$ cat src/rtl/ksa_sub_pipe_pkg.sv
// ---------------------------------------------------------------------------
// ksa_sub_pkg
// Shared definitions for the pipelined Kogge-Stone subtractor.
//   W_DEF       : default operand width (23 bits)
//   LEVELS      : number of prefix rows, ceil(log2(W_DEF))
//   gp_t        : generate/propagate vector pair carried between prefix rows
//   prefix_dist : lookback distance of a given prefix row (0-based)
// ---------------------------------------------------------------------------
package ksa_sub_pkg;

    localparam int W_DEF  = 23;
    localparam int LEVELS = 5;

    typedef struct packed {
        logic [W_DEF-1:0] g;
        logic [W_DEF-1:0] p;
    } gp_t;

    // Row lvl combines each bit with the bit 2**lvl positions below it.
    function automatic int prefix_dist(input int lvl);
        return 1 << lvl;
    endfunction

endpackage

$ cat src/rtl/ksa_sub_pipe_if.sv
// ---------------------------------------------------------------------------
// ksa_sub_pipe_if
// Operand stream in, result stream out, for the pipelined subtractor.
//   in_valid/in_ready   : operand beat handshake
//   X, Y, Bin           : minuend, subtrahend, borrow-in
//   out_valid/out_ready : result beat handshake
//   D, Bout, V          : difference, borrow-out, signed overflow
// master = producer of operands / consumer of results (e.g. a bench)
// slave  = the subtractor itself
// ---------------------------------------------------------------------------
interface ksa_sub_pipe_if
    import ksa_sub_pkg::*;
#(
    parameter int W = W_DEF
);

    logic         in_valid;
    logic         in_ready;
    logic [W-1:0] X;
    logic [W-1:0] Y;
    logic         Bin;
    logic         out_valid;
    logic         out_ready;
    logic [W-1:0] D;
    logic         Bout;
    logic         V;

    modport master (
        output in_valid, X, Y, Bin, out_ready,
        input  in_ready, out_valid, D, Bout, V
    );

    modport slave (
        input  in_valid, X, Y, Bin, out_ready,
        output in_ready, out_valid, D, Bout, V
    );

endinterface

$ cat src/rtl/ksa_sub_pipe_prefix_level.sv
// ---------------------------------------------------------------------------
// ksa_prefix_level
// One purely combinational Kogge-Stone row. Each bit i >= DIST merges its
// (g,p) pair with the pair DIST positions below; lower bits already hold
// their final group value and pass straight through.
//   g_in, p_in   : generate/propagate from the previous row
//   g_out, p_out : generate/propagate after this row
// ---------------------------------------------------------------------------
module ksa_prefix_level #(
    parameter int W    = 23,
    parameter int DIST = 1
) (
    input  logic [W-1:0] g_in,
    input  logic [W-1:0] p_in,
    output logic [W-1:0] g_out,
    output logic [W-1:0] p_out
);

    for (genvar i = 0; i < W; i++) begin : g_bit
        if (i < DIST) begin : g_pass
            assign g_out[i] = g_in[i];
            assign p_out[i] = p_in[i];
        end else begin : g_merge
            // (G,P) o (G',P') = (G | P&G', P&P')
            assign g_out[i] = g_in[i] | (p_in[i] & g_in[i-DIST]);
            assign p_out[i] = p_in[i] & p_in[i-DIST];
        end
    end

endmodule

$ cat src/rtl/ksa_sub_pipe.sv
// ---------------------------------------------------------------------------
// ksa_sub_pipe
// Pipelined two's-complement subtractor D = X - Y - Bin (mod 2**W), built as
// a Kogge-Stone adder on X + ~Y + ~Bin. Three register stages give a fixed
// latency of three accepting edges:
//   S1 : bitwise G0/P0, carry-in, operand sign bits
//   S2 : prefix result after rows 1-2, plus P0, carry-in and sign bits
//   S3 : D, Bout, V
// All stages advance together whenever the output slot is free or being
// drained; bubbles are kept rather than squeezed out.
// Ports:
//   CLK : clock, rising edge
//   RST : synchronous active-high reset, clears all stages
//   bus : ksa_sub_pipe_if slave (operand and result streams)
// ---------------------------------------------------------------------------
module ksa_sub_pipe
    import ksa_sub_pkg::*;
#(
    parameter int W = W_DEF
) (
    input  logic          CLK,
    input  logic          RST,
    ksa_sub_pipe_if.slave bus
);

    // Prefix row outputs; index 0 is the S1 register, index k the output of row k.
    gp_t lvl_gp [0:LEVELS];

    gp_t          s1_gp;
    logic         s1_cin;
    logic         s1_xs;
    logic         s1_ys;
    logic         v1;

    gp_t          s2_gp;
    logic [W-1:0] s2_p0;
    logic         s2_cin;
    logic         s2_xs;
    logic         s2_ys;
    logic         v2;

    logic [W-1:0] d3;
    logic         bout3;
    logic         ovf3;
    logic         v3;

    logic         adv;
    logic [W-1:0] y_inv;
    logic [W-1:0] g_fin;
    logic [W-1:0] p_fin;
    logic [W-1:0] carry;
    logic [W-1:0] diff;
    logic         borrow;
    logic         ovf;

    // The whole pipe moves only when the result slot is empty or being taken.
    assign adv          = ~v3 | bus.out_ready;
    assign bus.in_ready = adv & ~RST;

    assign y_inv     = ~bus.Y;
    assign lvl_gp[0] = s1_gp;

    // Rows 1-2 feed the S2 register; rows 3-5 start again from the S2 copy.
    for (genvar lvl = 0; lvl < LEVELS; lvl++) begin : g_level
        gp_t row_in;
        if (lvl == 2) begin : g_cut
            assign row_in = s2_gp;
        end else begin : g_chain
            assign row_in = lvl_gp[lvl];
        end
        ksa_prefix_level #(
            .W    (W),
            .DIST (prefix_dist(lvl))
        ) u_level (
            .g_in  (row_in.g),
            .p_in  (row_in.p),
            .g_out (lvl_gp[lvl+1].g),
            .p_out (lvl_gp[lvl+1].p)
        );
    end

    assign g_fin  = lvl_gp[LEVELS].g;
    assign p_fin  = lvl_gp[LEVELS].p;
    // Carry into bit i is the group carry of bits i-1..0 with the injected carry-in.
    assign carry  = {g_fin[W-2:0] | (p_fin[W-2:0] & {(W-1){s2_cin}}), s2_cin};
    assign diff   = s2_p0 ^ carry;
    assign borrow = ~(g_fin[W-1] | (p_fin[W-1] & s2_cin));
    assign ovf    = (s2_xs ^ s2_ys) & (s2_xs ^ diff[W-1]);

    // Stage registers and valid bits. Reset clears everything, so in-flight
    // beats vanish and the result outputs read zero.
    always_ff @(posedge CLK) begin
        if (RST) begin
            s1_gp  <= '0;
            s1_cin <= 1'b0;
            s1_xs  <= 1'b0;
            s1_ys  <= 1'b0;
            v1     <= 1'b0;
            s2_gp  <= '0;
            s2_p0  <= '0;
            s2_cin <= 1'b0;
            s2_xs  <= 1'b0;
            s2_ys  <= 1'b0;
            v2     <= 1'b0;
            d3     <= '0;
            bout3  <= 1'b0;
            ovf3   <= 1'b0;
            v3     <= 1'b0;
        end else if (adv) begin
            s1_gp.g <= bus.X & y_inv;
            s1_gp.p <= bus.X ^ y_inv;
            s1_cin  <= ~bus.Bin;
            s1_xs   <= bus.X[W-1];
            s1_ys   <= bus.Y[W-1];
            v1      <= bus.in_valid;

            s2_gp  <= lvl_gp[2];
            s2_p0  <= s1_gp.p;
            s2_cin <= s1_cin;
            s2_xs  <= s1_xs;
            s2_ys  <= s1_ys;
            v2     <= v1;

            d3    <= diff;
            bout3 <= borrow;
            ovf3  <= ovf;
            v3    <= v2;
        end
    end

    assign bus.out_valid = v3;
    assign bus.D         = d3;
    assign bus.Bout      = bout3;
    assign bus.V         = ovf3;

endmodule
$ cat src/flat_wrapper.sv
// flat-port wrapper written by rule: the top's interface ports become plain ports
module ksa_sub_pipe_flat import ksa_sub_pkg::*;
#(
    parameter int W = W_DEF
)
  (CLK, RST, bus_in_valid, bus_X, bus_Y, bus_Bin, bus_out_ready, bus_in_ready, bus_out_valid, bus_D, bus_Bout, bus_V);
  ksa_sub_pipe_if #(.W(W)) bus_i ();
  input  logic CLK;
  input  logic RST;
  input wire logic [$bits(bus_i.in_valid)-1:0] bus_in_valid;
  input wire logic [$bits(bus_i.X)-1:0] bus_X;
  input wire logic [$bits(bus_i.Y)-1:0] bus_Y;
  input wire logic [$bits(bus_i.Bin)-1:0] bus_Bin;
  input wire logic [$bits(bus_i.out_ready)-1:0] bus_out_ready;
  output wire logic [$bits(bus_i.in_ready)-1:0] bus_in_ready;
  output wire logic [$bits(bus_i.out_valid)-1:0] bus_out_valid;
  output wire logic [$bits(bus_i.D)-1:0] bus_D;
  output wire logic [$bits(bus_i.Bout)-1:0] bus_Bout;
  output wire logic [$bits(bus_i.V)-1:0] bus_V;
  assign bus_i.in_valid = bus_in_valid;
  assign bus_i.X = bus_X;
  assign bus_i.Y = bus_Y;
  assign bus_i.Bin = bus_Bin;
  assign bus_i.out_ready = bus_out_ready;
  assign bus_in_ready = bus_i.in_ready;
  assign bus_out_valid = bus_i.out_valid;
  assign bus_D = bus_i.D;
  assign bus_Bout = bus_i.Bout;
  assign bus_V = bus_i.V;
  ksa_sub_pipe #(.W(W)) u_core (.CLK(CLK), .RST(RST), .bus(bus_i));
endmodule
$ cat config.mk
export PLATFORM = sky130hd
export DESIGN_NAME = ksa_sub_pipe_flat
export DESIGN_NICKNAME = d
export VERILOG_FILES = /design/src/rtl/ksa_sub_pipe_pkg.sv /design/src/rtl/ksa_sub_pipe_if.sv /design/src/rtl/ksa_sub_pipe_prefix_level.sv /design/src/rtl/ksa_sub_pipe.sv /design/src/flat_wrapper.sv
export SDC_FILE = /design/constraint.sdc
export NUM_CORES = 1
export LEC_CHECK = 0
export ABC_CLOCK_PERIOD_IN_PS = 2400
export CAP_MARGIN = 20
export CORE_UTILIZATION = 55
export CTS_BUF_LIST = sky130_fd_sc_hd__clkbuf_16
export DETAILED_ROUTE_END_ITERATION = 6
export GPL_TIMING_DRIVEN = 0
export HOLD_SLACK_MARGIN = 0.08
export PLACE_DENSITY_LB_ADDON = 0.1
export SLEW_MARGIN = 20
export SYNTH_ARGS = -nofsm -noshare
export SYNTH_HDL_FRONTEND = slang
export SYNTH_SLANG_ARGS = --single-unit
$ cat constraint.sdc
create_clock -name CLK -period 2.4 [get_ports CLK]
set_clock_uncertainty 0.2 [all_clocks]
set_input_delay 0.48 -clock CLK [delete_from_list [all_inputs] [get_ports CLK]]
set_output_delay 0.48 -clock CLK [all_outputs]
set_load 0.01 [all_outputs]
# After elaboration in Yosys (flattened, before gate mapping)
# Index checks and enable logic that the tools add are counted.
# totals
register_bits	149
wordCells	286
# op_classes
bitwise_logic	269
# ops
op	count
1-bit AND	171
1-bit bitwise OR	86
23-bit XOR	2
23-bit AND	1
23-bit NOT	1
22-bit AND	1
22-bit bitwise OR	1
1-bit NOT	4
1-bit XOR	2

# Depth between registers and ports, before layout
# Gate-level depths: netlist of the first run.
# depth
ltp_word	9
depth_mapped	6
mapped_depth_nobuf	6

# Hierarchy
# From an unflattened synthesis of the first run, not the netlist that was laid out.
# unflattened
cells_unflattened	971
hier_area_um2	7462.2
# by_module_without_submodules
module	n_inst	cells_per_inst	area_per_inst_um2	seq_area_each_um2
ksa_sub_pipe	1	741	5805.6	2982.9
ksa_prefix_level (u_core.g_level[4].u_level)	1	46	345.3	0.0
ksa_prefix_level (u_core.g_level[3].u_level)	1	46	339.1	0.0
ksa_prefix_level (u_core.g_level[2].u_level)	1	46	329.1	0.0
ksa_prefix_level (u_core.g_level[1].u_level)	1	46	322.8	0.0
ksa_prefix_level (u_core.g_level[0].u_level)	1	46	320.3	0.0

# Least setup slack after synthesis of the first run
# OpenSTA, ideal clock, no wires.
# synth_timing
kind	register to register
from	register u_core.s2_cin
to	register u_core.bout3, in the netlist u_core.bus.Bout
arrival_ns	1.634
setup_slack_ns	0.499
path_stages_with_launch	7
path_buffers	0
period_less_slack_ns	1.901
path_cell_list	dfxtp_1 a21o_1 a21o_1 a2111oi_4 nor2_1 a211o_1 a21oi_2
# synth_via
elab_chain_cells	3
# synth_rtl
element	line	rtl
start, declared	ksa_sub_pipe.sv:37	logic s2_cin;
start signal, assigned	ksa_sub_pipe.sv:119	s2_cin <= s1_cin;
1-bit AND	ksa_sub_pipe.sv:87	assign borrow = ~(g_fin[W-1] | (p_fin[W-1] & s2_cin));
1-bit bitwise OR	ksa_sub_pipe.sv:87	
1-bit NOT	ksa_sub_pipe.sv:87	
end signal, assigned	ksa_sub_pipe.sv:125	bout3 <= borrow;
end, declared	ksa_sub_pipe.sv:43	logic bout3;
# No other way between the ends.
# A chain may end at the register's enable or synchronous reset.

# Final worst setup path of the first run
# layout_timing
from	input port bus_out_ready
to	register u_core.s2_p0[3]
# layout_via
elab_chain_cells	1
# layout_rtl
element	line	rtl
start, declared	flat_wrapper.sv:14	input wire logic [$bits(bus_i.out_ready)-1:0] bus_out_ready;
1-bit bitwise OR	ksa_sub_pipe.sv:57	assign adv = ~v3 | bus.out_ready;
end signal, assigned	ksa_sub_pipe.sv:118	s2_p0 <= s1_gp.p;
end, declared	ksa_sub_pipe.sv:36	logic [W-1:0] s2_p0;
# No other way between the ends.

==> results of run 1 <==
-- area by class of cell --
type | count | area [sq um]
Multi-Input combinational cell | 571 | 2969
Clock buffer | 17 | 425.4
Sequential cell | 148 | 2963
Timing Repair Buffer | 77 | 769.5
Fill cell | 944 | 3307
Buffer | 48 | 195.2
Clock inverter | 8 | 30.03
Inverter | 27 | 101.3
Tap cell | 140 | 175.2
-- tightest hold or removal path: cells and delay by family, from the launching register on --
kind	cells	cell delay [ps]
AOI/OAI and AO/OA	1	50
DFF	1	300
and+or+nand+nor	1	50
-- cell families (layout without fill, tap and decap cells) --
family | count (synthesis) | count (layout) | synth area share
AOI/OAI and AO/OA | 221 | 221 | 0.2036
xor gates and xnor gates | 18 | 18 | 0.02540
adders and majority gates | 24 | 24 | 0.04839
buffers and inverters | 76 | 177 | 0.04657
DFF | 148 | 148 | 0.4774
and+or+nand+nor | 308 | 308 | 0.1986
-- sequential cells by signal (all words and copies together) (netlist names) --
register and count:
u_core.s2_ys 1, u_core.s2_p0 23, u_core.s2_cin 1, u_core.v2 1, u_core.g_level.row_in 91, u_core.s1_ys 1
u_core.bus.Bout 1, u_core.s2_xs 1, u_core.bus.V 1, u_core.s1_xs 1, u_core.s1_cin 1, u_core.bus.out_valid 1
u_core.v1 1, u_core.bus.D 23
-- cell usage after synthesis, drive strengths merged (2+ instances only) --
library cell,number
a21o,10
a311oi,2
a211o,2
xnor2,6
o21bai,2
nor2,56
dfxtp,148
a32oi,2
o211ai,18
nor2b,3
a2111oi,3
nor3,24
nand2b,2
a211oi,5
a21oi,140
buf,3
xor2,12
clkbuf,46
nand2,211
o21a,2
ha,24
inv,27
o21ai,34
or3,3
nand3,3
-- power breakdown --
part	internal (uW)	leakage (uW)	switching, uW
Sequential	2590	0.00121	127
Clock	1240	0.000237	912
Combinational	279	0.00162	306
-- how the worst max path moves through the flow --
stage	slack, ps	cells after the start	start	endpoint
floorplan	500	6	u_core.s2_cin$_SDFFE_PP0N_	u_core.bus.Bout$_SDFFE_PP0N_
global placement	-540	7	bus_out_ready	u_core.g_level[0].row_in[22]$_SDFFE_PP0N_
detailed placement	-550	7	bus_out_ready	u_core.g_level[0].row_in[19]$_SDFFE_PP0N_
CTS	60	7	bus_out_ready	u_core.g_level[0].row_in[2]$_SDFFE_PP0N_
global route	4	7	bus_out_ready	u_core.s2_p0[3]$_SDFFE_PP0N_
finish	140	7	bus_out_ready	u_core.s2_p0[3]$_SDFFE_PP0N_
-- timing repair --
| item | in CTS | in global routing |
|---|---|---|
| pin swaps | 0 | 0 |
| resized for setup | 6 | 14 |
| buffers inserted | 0 | 0 |
| hold buffers | 0 | 0 |
| endpoints found under the setup margin | 67 | 59 |
-- stage by stage --
stage               utilization  total power (uW)  hold slack (ps)  setup TNS, ps
finish                   0.6976              5455            248.8              0
global route             0.6976              5650            270.5              0
CTS                      0.6968              5460            250.3              0
detailed placement       0.6540              3332            243.6         -46750
global placement         0.6540              3311            235.9         -44360
floorplan                     -              3050            232.1              0
-- layer usage --
layer	track usage	vias to the layer above	wire [microns]
li1	-	2853	-
met1	0.4122	2770	7446
met2	0.5068	283	7851
met3	0.07535	34	1598
met4	0.1233	0	348
met5	0	-	0
==> impl_metrics.tcl, run 1 <==
set metrics [dict create \
    crit_path_end_kind "flip-flop" \
    cts_buffer_depth 2 \
    worstPathRequired_ps 2550 \
    cts-root-buf "clkbuf_16" \
    ff2ff_setup_slack_ps 180 \
    final_cells 1036 \
    worstHoldEndpoint "u_core.bus.D[8]$_SDFFE_PP0N_" \
    pre_cts_slack_ps -549.0 \
    crit_path_frequent_cell "clkbuf_1" \
    clkTransAtPathRegs_ps 50 \
    ys.flop_type "dfxtp_1" \
    place_hpwl_mm 12.77 \
    layout_min_cycle_time_ps 2262 \
    layout_commonest_cell "nand2_1" \
    drt_pass1_iterations 6 \
    setup_violations 0 \
    num_vias 5940 \
    syn-cell-area_sq_um 6206 \
    hold_violations 0 \
    final_area_sq_um 7629 \
    grt.overflow.total 0 \
    gp_congestion 0.8869 \
    yosys.cell_types.count 37 \
    drc 0 \
    grt_pass1_vias 5609 \
    worst_slack_ps 138.1 \
    ys_seq_area_frac 0.4774 \
    ios 78 \
    cap_viol_max_count 0 \
    r2r_cells 6 \
    vias_per_cell 5.734 \
    diodes 0 \
    synth.area.top_cells "dfxtp_1, nand2_1, a21oi_1, ha_1, nor2_1" \
    hold-path-cell-count 2 \
    syn_nets 870 \
    clkLatencyLatePin_ps 420 \
    max_slew.worst_pin.slew_ps 686.1 \
    wl_per_cell_microns 16.64 \
    drt-total-wl_mm 17.24 \
    core_area_sq_um 10940 \
    ys_warn_count 0 \
    synth_async_sr_flop_share 0 \
    grt_pass1_wl_mm 27.79 \
    fmax_mhz 442.1 \
    cp_max_fo 10 \
    cp-start-kind "input port" \
    drt_iter0_drc 507 \
    layout_common_cells "nand2_1, dfxtp_1, a21oi_1, clkdlybuf4s50_1, nor2_1" \
    worst-path-buf-inv 4 \
    synth-edff-count 0 \
    ant_nets 0 \
    p_leak_uw 0.003074 \
    io_buffers 77 \
    crit_slowest_cell "clkdlybuf4s50_1" \
    finalMaxSlewViolations 0 \
    run_status "complete, no violations" \
    min_path_type "reg2reg" \
    critPathMaxStageDelay_ps 430 \
    grt_max_degree 17 \
    r2r_start "u_core.s2_cin$_SDFFE_PP0N_" \
    die_h_microns 108.2 \
    track_usage 0.3168 \
    initial_core_util 0.5675 \
    crit_family "buffers and inverters" \
    r2r-end "u_core.bus.V$_SDFFE_PP0N_" \
    netlist_instances 795 \
    tritoncts_num_sinks 148 \
    path_class "in2reg" \
    power_density_nw_per_um2 715.0 \
    cts_buffers 17 \
    drive_above_1_share 0.03571 \
    antenna_found_initial 0 \
    relSlewSlack 0.5426 \
    period_share 0.9425 \
    hp-start "u_core.bus.D[8]$_SDFFE_PP0N_" \
    dp.cells 1012 \
    area_growth_pct 22.92 \
    cts_tree "done" \
    syn_area_per_cell_sq_um 7.806 \
    synth_top_area_cell "dfxtp_1" \
    synth_seq_cells 148 \
    rsz0062_at_grt "false" \
    vdd_drop_max_uv 587.5 \
    layout.nets 965 \
    num_rows 38 \
    crit_chain "clkdlybuf4s50_1, nor2b_1, clkbuf_1, clkbuf_2, clkbuf_1, nand2_1, a21oi_1" \
    htree_levels 4 \
    die_area_sq_um 11710 \
    die_w_microns 108.2 \
    placed_area_sq_um 7152 \
    synth_top_area_share 0.4774 \
    crit_arrival_ps 2410 \
]
No activity file was read; power rests on OpenSTA's default activity.
==> inputs of run 2 (changes only) <==
--- a/config.mk
+++ b/config.mk
@@ -7,6 +7,7 @@
 export LEC_CHECK = 0
 export ABC_CLOCK_PERIOD_IN_PS = 2400
 export CAP_MARGIN = 20
+export CORE_MARGIN = 2
 export CORE_UTILIZATION = 55
 export CTS_BUF_LIST = sky130_fd_sc_hd__clkbuf_16
 export DETAILED_ROUTE_END_ITERATION = 6
==> constraint.sdc (replaced) <==
create_clock -name CLK -period 2.4 [get_ports CLK]
set_clock_uncertainty 0.2 [all_clocks]
set_input_delay 0.36 -clock CLK [delete_from_list [all_inputs] [get_ports CLK]]
set_output_delay 0.36 -clock CLK [all_outputs]
set_load 0.01 [all_outputs]
==> impl_metrics.tcl, run 2 (synthesis gave the netlist of run 1 again) <==
set metrics [dict create \
    run_status "complete, no violations" \
    worstHoldEndpoint "u_core.bus.D[1]$_SDFFE_PP0N_" \
    worstPathRequired_ps 1840 \
    die_area_sq_um 12150 \
    worst-path-buf-inv 3 \
    min_path_type "reg2reg" \
    tritoncts_num_sinks 148 \
    cts_tree "done" \
    r2r-end "u_core.bus.D[0]$_SDFFE_PP0N_" \
    critPathMaxStageDelay_ps 520 \
    layout_min_cycle_time_ps 2287 \
    core_area_sq_um 10940 \
    r2r_start "u_core.bus.out_valid$_SDFFE_PP0N_" \
    place_hpwl_mm 12.97 \
    grt_max_degree 17 \
    drc 0 \
    relSlewSlack 0.5447 \
    crit_family "buffers and inverters" \
    die_w_microns 110.2 \
    io_buffers 77 \
    r2r_cells 6 \
    largest_reg_flops 91 \
    path_class "in2out" \
    hold_violations 0 \
    vdd_drop_max_uv 471.7 \
    crit_slowest_cell "clkdlybuf4s50_1" \
    clkLatencyLatePin_ps 430 \
    use_met3 0.06408 \
    gr-usage-met2 0.4996 \
    crit_chain "clkdlybuf4s50_1, nand2b_4, nand2b_4, inv_1, clkdlybuf4s50_1" \
    diodes 0 \
    track_usage 0.3051 \
    area_growth_pct 23.37 \
    placed_area_sq_um 7152 \
    num_vias 5941 \
    antenna_found_initial 0 \
    vias_per_cell 5.696 \
    top_usage_layer "met2" \
    layout_commonest_cell "nand2_1" \
    layout.nets 965 \
    period_share 0.9527 \
    grt_pass1_vias 5722 \
    drt_iter0_drc 511 \
    gp_congestion 0.9108 \
    drt-total-wl_mm 17.51 \
    worst_hold_slack_ps 249.1 \
    drt_pass1_iterations 5 \
    crit_path_end_kind "output port" \
    cap_viol_max_count 0 \
    cts_buffer_depth 2 \
    crit_arrival_ps 1730 \
    cts-root-buf "clkbuf_16" \
    hold_buffers 0 \
    fmax_mhz 437.3 \
    use_met1 0.3935 \
    hp-start "u_core.bus.D[1]$_SDFFE_PP0N_" \
    die_h_microns 110.2 \
    wl_per_cell_microns 16.78 \
    setup_violations 0 \
    cts_buffers 17 \
    htree_levels 4 \
    layout_common_cells "nand2_1, dfxtp_1, a21oi_1, clkdlybuf4s50_1, nor2_1" \
    num_rows 38 \
    fin_tns_setup_ps 0 \
    initial_core_util 0.5675 \
    drive_above_1_share 0.03544 \
    max_slew.worst_pin.slew_ps 683.0 \
    finalMaxSlewViolations 0 \
    ant_nets 0 \
    power_density_nw_per_um2 721.3 \
    clkTransAtPathRegs_ps 60 \
    hold-path-cell-count 2 \
    final_area_sq_um 7656 \
    p_leak_uw 0.003083 \
    ff2ff_setup_slack_ps 140 \
    cp-start-kind "input port" \
    cp_max_fo 9 \
    grt_pass1_wl_mm 27.93 \
    rsz0062_at_grt "true" \
    ios 78 \
    grt.overflow.total 0 \
]
==> run 2: how the worst max path moves through the flow <==
| stage | from | end | slack [ps] | cells after the start |
|---|---|---|---|---|
| 3_3_place_gp | bus_out_ready | u_core.g_level[0].row_in[28]$_SDFFE_PP0N_ | -420 | 7 |
| 5_1_grt | u_core.bus.out_valid$_SDFFE_PP0N_ | u_core.bus.D[8]$_SDFFE_PP0N_ | -6 | 6 |
| 2_1_floorplan | u_core.s2_cin$_SDFFE_PP0N_ | u_core.bus.Bout$_SDFFE_PP0N_ | 500 | 6 |
| 4_1_cts | bus_out_ready | bus_in_ready | 40 | 5 |
| 3_5_place_dp | bus_out_ready | u_core.g_level[0].row_in[45]$_SDFFE_PP0N_ | -450 | 7 |
| 6_report | bus_out_ready | bus_in_ready | 110 | 5 |
==> run 2: repair_timing <==
action                                 in CTS  in global routing
buffers inserted                            0                  0
setup endpoints to repair                  14                 80
endpoints found under the hold margin       0                  0
resized for setup                           3                 11
==> run 2: layout make-up <==
class | instances | area (sq um)
clock inverters | 15 | 60.06
fillers | 948 | 3279
clock buffers | 17 | 425.4
flip-flops and latches | 148 | 2963
plain buffers | 48 | 191.4
multi-input cells | 571 | 2969
inverters | 27 | 101.3
repair buffers | 77 | 770.7
well taps | 140 | 175.2
==> run 2: metrics by stage <==
stage | utilization | std cells | power (uW) | setup slack (ps)
finish | 0.7001 | 1043 | 5523 | 113.4
global route | 0.7001 | 1043 | 5702 | -6.011
CTS | 0.6991 | 1043 | 5514 | 43.67
detailed placement | 0.6540 | 1012 | 3334 | -450.9
global placement | 0.6540 | 1012 | 3310 | -419.9
floorplan | - | 795 | 3050 | 498.5
==> run 2: per-layer routing <==
layer | wire length (microns) | vias up
met3 | 1496 | 33
met4 | 359 | 0
met2 | 8170 | 298
met1 | 7480 | 2756
li1 | - | 2854
met5 | 0 | -
==> run 2: worst register-to-register path, cell delays in order (launching register included) <==
cell and delay, ps:
dfxtp_1 410, nor2b_1 160, clkbuf_1 360, clkbuf_2 360, clkbuf_1 450, nand2_1 100
a21oi_1 150
==> run 2: power breakdown <==
group / switching [uW] / internal [uW]
sequential: 130 / 2590
combinational: 305 / 279
clock: 957 / 1260
